**src/rtl/tpu_tile_sequencer.sv**
```systemverilog
// tpu_tile_sequencer: weight load, row streaming and result-capture sequencing for one systolic tile job
module tpu_tile_sequencer #(
  parameter int MATRIX_SIZE = 8,
  parameter int ADDRESSSIZE = 10,
  parameter int ROWCNT_BW   = 8,
  parameter int PIPE_LAT    = 2*MATRIX_SIZE+1
) (
  input  logic                   clk,
  input  logic                   rst,
  input  logic                   start,
  input  logic                   abort,
  input  logic [ADDRESSSIZE-1:0] src_base,
  input  logic [ADDRESSSIZE-1:0] dst_base,
  input  logic [ROWCNT_BW-1:0]   num_rows,
  input  logic                   fifo_empty,
  output logic                   fifo_rd_en,
  output logic                   we_rl,
  output logic                   ub_rd_en,
  output logic [ADDRESSSIZE-1:0] ub_rd_addr,
  output logic                   out_valid,
  output logic [ADDRESSSIZE-1:0] out_addr,
  output logic                   busy,
  output logic                   done
);
  typedef enum logic [2:0] {IDLE, WLOAD, WSET, STREAM, DRAIN, DONE} state_t;
  state_t                 r_state;
  logic [ADDRESSSIZE-1:0] r_src, r_dst;
  logic [ROWCNT_BW-1:0]   r_rows, r_rd_cnt, r_out_cnt;
  logic [PIPE_LAT-1:0]    r_pipe;
  logic                   w_last_rd, w_last_out;
  assign w_last_rd  = r_rd_cnt == r_rows - ROWCNT_BW'(1);
  assign w_last_out = r_out_cnt == r_rows - ROWCNT_BW'(1);
  // The pop is combinational so it lands in the very cycle the FIFO reports data
  assign fifo_rd_en = r_state == WLOAD && !fifo_empty && !abort && !rst;
  assign we_rl      = r_state == WSET;
  assign ub_rd_en   = r_state == STREAM;
  assign ub_rd_addr = r_src + ADDRESSSIZE'(r_rd_cnt);
  assign out_valid  = r_pipe[PIPE_LAT-1];
  assign out_addr   = r_dst + ADDRESSSIZE'(r_out_cnt);
  assign busy       = r_state != IDLE;
  assign done       = r_state == DONE;
  always_ff @(posedge clk) begin
    if (rst) begin
      r_state   <= IDLE;
      r_src     <= '0;
      r_dst     <= '0;
      r_rows    <= '0;
      r_rd_cnt  <= '0;
      r_out_cnt <= '0;
      r_pipe    <= '0;
    end else if (abort) begin
      r_state   <= IDLE;
      r_rd_cnt  <= '0;
      r_out_cnt <= '0;
      r_pipe    <= '0;
    end else begin
      r_pipe <= (r_pipe << 1) | PIPE_LAT'(ub_rd_en);
      if (out_valid) r_out_cnt <= r_out_cnt + ROWCNT_BW'(1);
      case (r_state)
        IDLE: if (start) begin
          r_src     <= src_base;
          r_dst     <= dst_base;
          r_rows    <= num_rows;
          r_rd_cnt  <= '0;
          r_out_cnt <= '0;
          r_state   <= num_rows == '0 ? DONE : WLOAD;
        end
        WLOAD:  r_state <= fifo_empty ? WLOAD : WSET;
        WSET:   r_state <= STREAM;
        STREAM: begin
          r_rd_cnt <= w_last_rd ? '0 : r_rd_cnt + ROWCNT_BW'(1);
          r_state  <= w_last_rd ? DRAIN : STREAM;
        end
        DRAIN:   r_state <= out_valid && w_last_out ? DONE : DRAIN;
        DONE:    r_state <= IDLE;
        default: r_state <= IDLE;
      endcase
    end
  end
endmodule

```
**config.mk**
```make
export PLATFORM = sky130hd
export DESIGN_NAME = tpu_tile_sequencer
export DESIGN_NICKNAME = d
export VERILOG_FILES = /design/src/rtl/tpu_tile_sequencer.sv
export SDC_FILE = /design/constraint.sdc
export NUM_CORES = 1
export LEC_CHECK = 0
export ABC_AREA = 1
export BUFFER_PORTS_ARGS = -buffer_cell sky130_fd_sc_hd__buf_2
export CAP_MARGIN = 20
export CORE_UTILIZATION = 51
export DETAILED_ROUTE_END_ITERATION = 8
export GPL_ROUTABILITY_DRIVEN = 0
export HOLD_SLACK_MARGIN = 0.15
export PLACE_DENSITY = 0.72
export SLEW_MARGIN = 20
export SYNTH_ARGS = -nofsm -noshare
export SYNTH_HDL_FRONTEND = slang
export SYNTH_SLANG_ARGS = --single-unit
```
**constraint.sdc**
```tcl
create_clock -name clk -period 1.9 [get_ports clk]
set_input_delay 0.38 -clock clk [delete_from_list [all_inputs] [get_ports clk]]
set_output_delay 0.38 -clock clk [all_outputs]
set_load 0.1 [all_outputs]
```
Word level (Yosys, flattened, before mapping)
Index checks and enable logic that the tools add are counted.

storage, ports and cells
  register bits after elaboration = 64
  output and inout port bits = 26
  input port bits = 33

operators by class
  bitwise logic cells = 2
  $add $sub $neg = 5
  reductions and logical operators = 14
  multiplexer cells = 12
  equality and inequality tests = 8

operators with widths
  operator                                          count
  2-to-1 mux 8 bit                                  5
  adder 10 x 8 -> 10 bit                            2
  OR 17 x 1 -> 17 bit                               1
  adder 8 x 1 -> 8 bit, second input constant       2
  == test 8 bit                                     2
  case mux 8 bit (2 select lines)                   1
  case mux 3 bit (5 select lines)                   1
  2-to-1 mux 3 bit                                  3
  logical NOT 8 bit                                 1
  subtractor 8 x 1 -> 8 bit, second input constant  1
  == test 3 x 2 -> 1 bit, second input constant     2
  == test 3 bit, second input constant              2
  logical AND 1 bit                                 4
  == test 3 x 1 -> 1 bit, second input constant     1
  logical NOT 1 bit                                 3
  logical NOT 3 bit                                 1
  AND reduction 3 bit                               1
  nonzero test 3 bit                                1
  2-to-1 mux 2 bit                                  1
  inequality test 2 bit, second input constant      1
  AND reduction 2 bit                               1
  nonzero test 2 bit                                1
  OR reduction 2 bit                                1
  2-to-1 mux 1 bit                                  1
  NOT 1 bit                                         1

Logic depth before layout (Yosys ltp)
  word-level depth = 5
  depth in mapped cells = 14
  gate-level depth less buffers = 14

Worst setup path before layout
No wires, ideal clock.

  path type = register to output
  from = reg r_out_cnt[0]
  to = out out_addr[6]
  slack = -1612 ps
  data arrival time = 3132 ps
  stages on the path, launching flop included = 9
  path through = dfxtp_1 -> ha_1 -> inv_1 -> fa_1 -> o21ai_0 -> nand2_1 -> a21oi_1 -> nor2_1 -> xnor2_1

on the way
  cells in the longest elaborated chain, start to end = 1

ends and longest elaborated chain
  what                    RTL line  RTL
  start, declared         28        logic [ROWCNT_BW-1:0] r_rows, r_rd_cnt, r_out_cnt;
  start signal, assigned  58        if (out_valid) r_out_cnt <= r_out_cnt + ROWCNT_BW'(1);
  adder 10 x 8 -> 10 bit  39        assign out_addr = r_dst + ADDRESSSIZE'(r_out_cnt);
  end, declared           21        output logic [ADDRESSSIZE-1:0] out_addr,

Every way passes these cells.

Worst setup path after layout
  from = reg r_dst[0]
  to = out out_addr[8]

on the way
  cells in the longest elaborated chain, start to end = 1

ends and longest elaborated chain
  what                    RTL line  RTL
  start, declared         27        logic [ADDRESSSIZE-1:0] r_src, r_dst;
  start signal, assigned  62        r_dst <= dst_base;
  adder 10 x 8 -> 10 bit  39

Every way passes these cells.

==> impl_metrics.csv <==
group,metric,value,unit
route,drt_iter0_drc,179,
cts,clk_pin_slew_worst_paths,0.07,ns
timing,timing.final.ws_setup,-0.716,ns
cts,cts_root_buf,"clkbuf_8",
pwr,vdd_drop_max,499,uV
pwr,pwr-share-clk,0.365,
logic_synthesis,yosys-top-cells-area,"dfxtp_1 35%, nand2_1 14%, nor2_1 7.1%, inv_1 6.6%, ha_1 6.4%",
global_routing,grt_pass1_vias,3907,
global_routing,grt_antenna_before_repair,0,
worst_setup_path,crit_type,"flip-flop to primary output",
die,core,6910,sq um
pwr,internal_power,0.00237,W
global_routing,grt_pass1_wl,17300,um
worst_hold_path,hold_start,"src_base[2]",
worst_setup_path,worstPathRequired,1.52,ns
timing,fmax,382,MHz
timing,tightest_slew,0.485,ns
layout,syn2layout_area_growth,59.3,%
cts,numCtsBuffers,9,
layout,utilization,0.855,
timing,fin_crit,2.62,ns
timing,slew_headroom,0.679,
logic_synthesis,yosysTopAreaCellShare,0.345,
worst_hold_path,hold_path_end,"r_src[2]",
cts,htreeDepth,3,
die,rows,30,
worst_setup_path,rrSetupSlack,0.14,ns
pwr,seq_power_share,0.403,
layout,multi_input_area,2810,sq um
logic_synthesis,ys_seq_elements,64,
layout,fin_nets,714,
cts,cts_buffer_depth,2,
global_routing,grt_start_max_net_pins,39,
worst_setup_path,worst-path-max-fanout,3,
logic_synthesis,synthFlopType,"dfxtp_1",
cts,clkSinkCount,64,
die,die_w,87.3,um
placement,dpl.hpwl,7550,um
cts,cts_tree,"yes",
die,io_pins,59,
die,die_h,87.3,um
outcome,status,"finished with violations",
worst_hold_path,hold_path_class,"input pin to flip-flop",
layout,drive_gt1_frac,0.394,
cts,clk_latency,0.35,ns
route,vias,4050,
layout,final-seq-area,1320,sq um
pwr,combPwrFrac,0.232,
route,ant_nets,0,
global_routing,overflow,0,
route,viasPerCell,5.32,
timing,setup_viol,18,
logic_synthesis,synth_cell_types,34,
pwr,p_leak,2.44,nW
route,drc_errors,0,
placement,portBuffers,58,
layout,diodes,0,
die,die_area,7620,sq um
worst_setup_path,timing.rr.start,"r_rows[0]",
placement,dp.cells,735,
pwr,p_sw_frac,0.323,
timing,fin_crit_sh,1.38,
route,first_pass_iters,5,
worst_setup_path,worst_setup_path_start_kind,"flip-flop",
logic_synthesis,seq_area_frac_synth,0.345,
worst_setup_path,arrival,2.24,ns
logic_synthesis,syn_nets,585,
logic_synthesis,synthesis.area,3710,sq um
outcome,violations,"negative setup slack",
timing,final_hold_viol_count,0,
worst_setup_path,end_kind,"primary output",
logic_synthesis,synth_cells,531,
timing,rsz0062_at_grt,"yes",
route,wl,11400,um
cts,holdBufCountCts,0,
pwr,p_switching,0.00113,W
worst_setup_path,reg2reg_to,"r_rd_cnt[0]",
logic_synthesis,yosysWarnings,0,
logic_synthesis,synth_edf_count,0,
logic_synthesis,synth_area_per_cell,6.98,sq um
timing,fin_tns_setup,-7.96,ns
worst_setup_path,reg2reg_depth,11,
timing,slew_viol_final,0,
logic_synthesis,async_flop_share,0,
logic_synthesis,yosysTopAreaCell,"dfxtp_1",
worst_hold_path,whs_path_depth,3,
die,initial_utilization,0.537,
run,max_cap_violations,0,
layout,fillers,364,
layout,fin_cells,761,
timing,skew,0.0104,ns
global_routing,grt_use_total,0.295,
route,wire_per_inst,15.0,um
pwr,power_density,592,nW/um^2
[through the flow]
step / setup slack, ns / total power (W) / instance area, sq um / hold WS, ns
after global routing: -0.779 / 0.00364 / 5910 / 0.281
after CTS: -0.588 / 0.00348 / 5740 / 0.265
after floorplan: -0.529 / 0.00196 / 4180 / 0.386
after detailed placement: -0.304 / 0.00220 / 5300 / 0.398
after global placement: -0.254 / 0.00218 / 5300 / 0.389
final: -0.716 / 0.00350 / 5910 / 0.277
[registers in the layout (all words and copies together), names as in the netlist]
signal,cells
r_src,10
r_dst,10
r_rows,8
r_pipe,17
r_out_cnt,8
r_state,3
r_rd_cnt,8
[power by group through the flow]
stage | logic (W) | clock network, W | registers, W
6_report | 0.000811 | 0.00128 | 0.00141
5_1_grt | 0.000867 | 0.00135 | 0.00141
4_1_cts | 0.000777 | 0.00129 | 0.00141
3_5_place_dp | 0.000757 | 0 | 0.00144
3_3_place_gp | 0.000742 | 0 | 0.00144
2_1_floorplan | 0.000525 | 0 | 0.00143
[worst max-delay path, cell delays in order (launching register included)]
cell and delay, ns:
dfxtp_2 0.35, ha_4 0.14, inv_2 0.04, fa_2 0.37
o21ai_4 0.20, nand4_1 0.15, o211ai_1 0.24, xor2_4 0.21
buf_12 0.19
[final cells by class]
type | instances | share of cell area
clock buffer | 10 | 0.0252
clock inverter | 6 | 0.0119
inverter | 69 | 0.0462
multi-input combinational | 387 | 0.475
sequential | 64 | 0.223
tap | 96 | 0.0203
timing repair buffer | 129 | 0.198
[layout by cell type (no fill, tap or decap), types with 7 or more instances in the layout]
cell / n
nand2_1: 129
buf_4: 65
nor2_1: 60
inv_1: 59
dfxtp_1: 44
a21oi_1: 39
buf_2: 35
nand3_1: 34
buf_12: 21
dfxtp_2: 15
ha_4: 14
xor2_4: 12
nor2_2: 10
a211oi_2: 10
clkbuf_8: 9
buf_6: 7
[Yosys cell counts, drive strengths merged, types with 2 or more instances]
cell type / n
clkbuf: 5
ha: 19
nor3b: 2
o21ai: 9
dfxtp: 64
nor3: 8
inv: 68
nand3: 37
buf: 6
o211ai: 4
nand4: 6
o2111ai: 2
fa: 2
nand2: 136
a31oi: 2
nor2: 76
a21oi: 46
xor2: 18
a211oi: 10
xnor2: 4
nor4: 2
[cells by family after synthesis]
family	count (synthesis)	synth area share
simple gates	269	0.312
mux	1	0.00270
xor+xnor	22	0.0520
buf+inv	80	0.0864
fa+ha+maj	21	0.0749
compound gates	74	0.126
flops	64	0.345
[how the worst max path moves through the flow]
| stage | startpoint | to | slack (ns) | depth (start not counted) |
|---|---|---|---|---|
| floorplan | r_out_cnt[0] | out_addr[8] | -0.53 | 7 |
| detailed placement | r_src[0] | ub_rd_addr[8] | -0.30 | 8 |
| CTS | r_dst[0] | out_addr[8] | -0.59 | 8 |
| finish | r_dst[0] | out_addr[8] | -0.72 | 8 |
| global route | r_dst[0] | out_addr[8] | -0.78 | 8 |
| global placement | r_src[0] | ub_rd_addr[8] | -0.25 | 8 |
[layer usage]
layer | share of wire | up-vias | track usage
met2 | 0.51 | 178 | 0.538
li1 | - | 1967 | -
met4 | 0.037 | 0 | 0.115
met1 | 0.40 | 1855 | 0.338
met5 | 0 | - | 0
met3 | 0.058 | 50 | 0.0559
[what timing repair did]
action / 4_1_cts / 5_1_grt
pin swaps: 37 / 15
setup buffers: 5 / 6
resized for setup: 42 / 32
endpoints found under the setup margin: 19 / 43
Power figures use the tool's default switching activity.
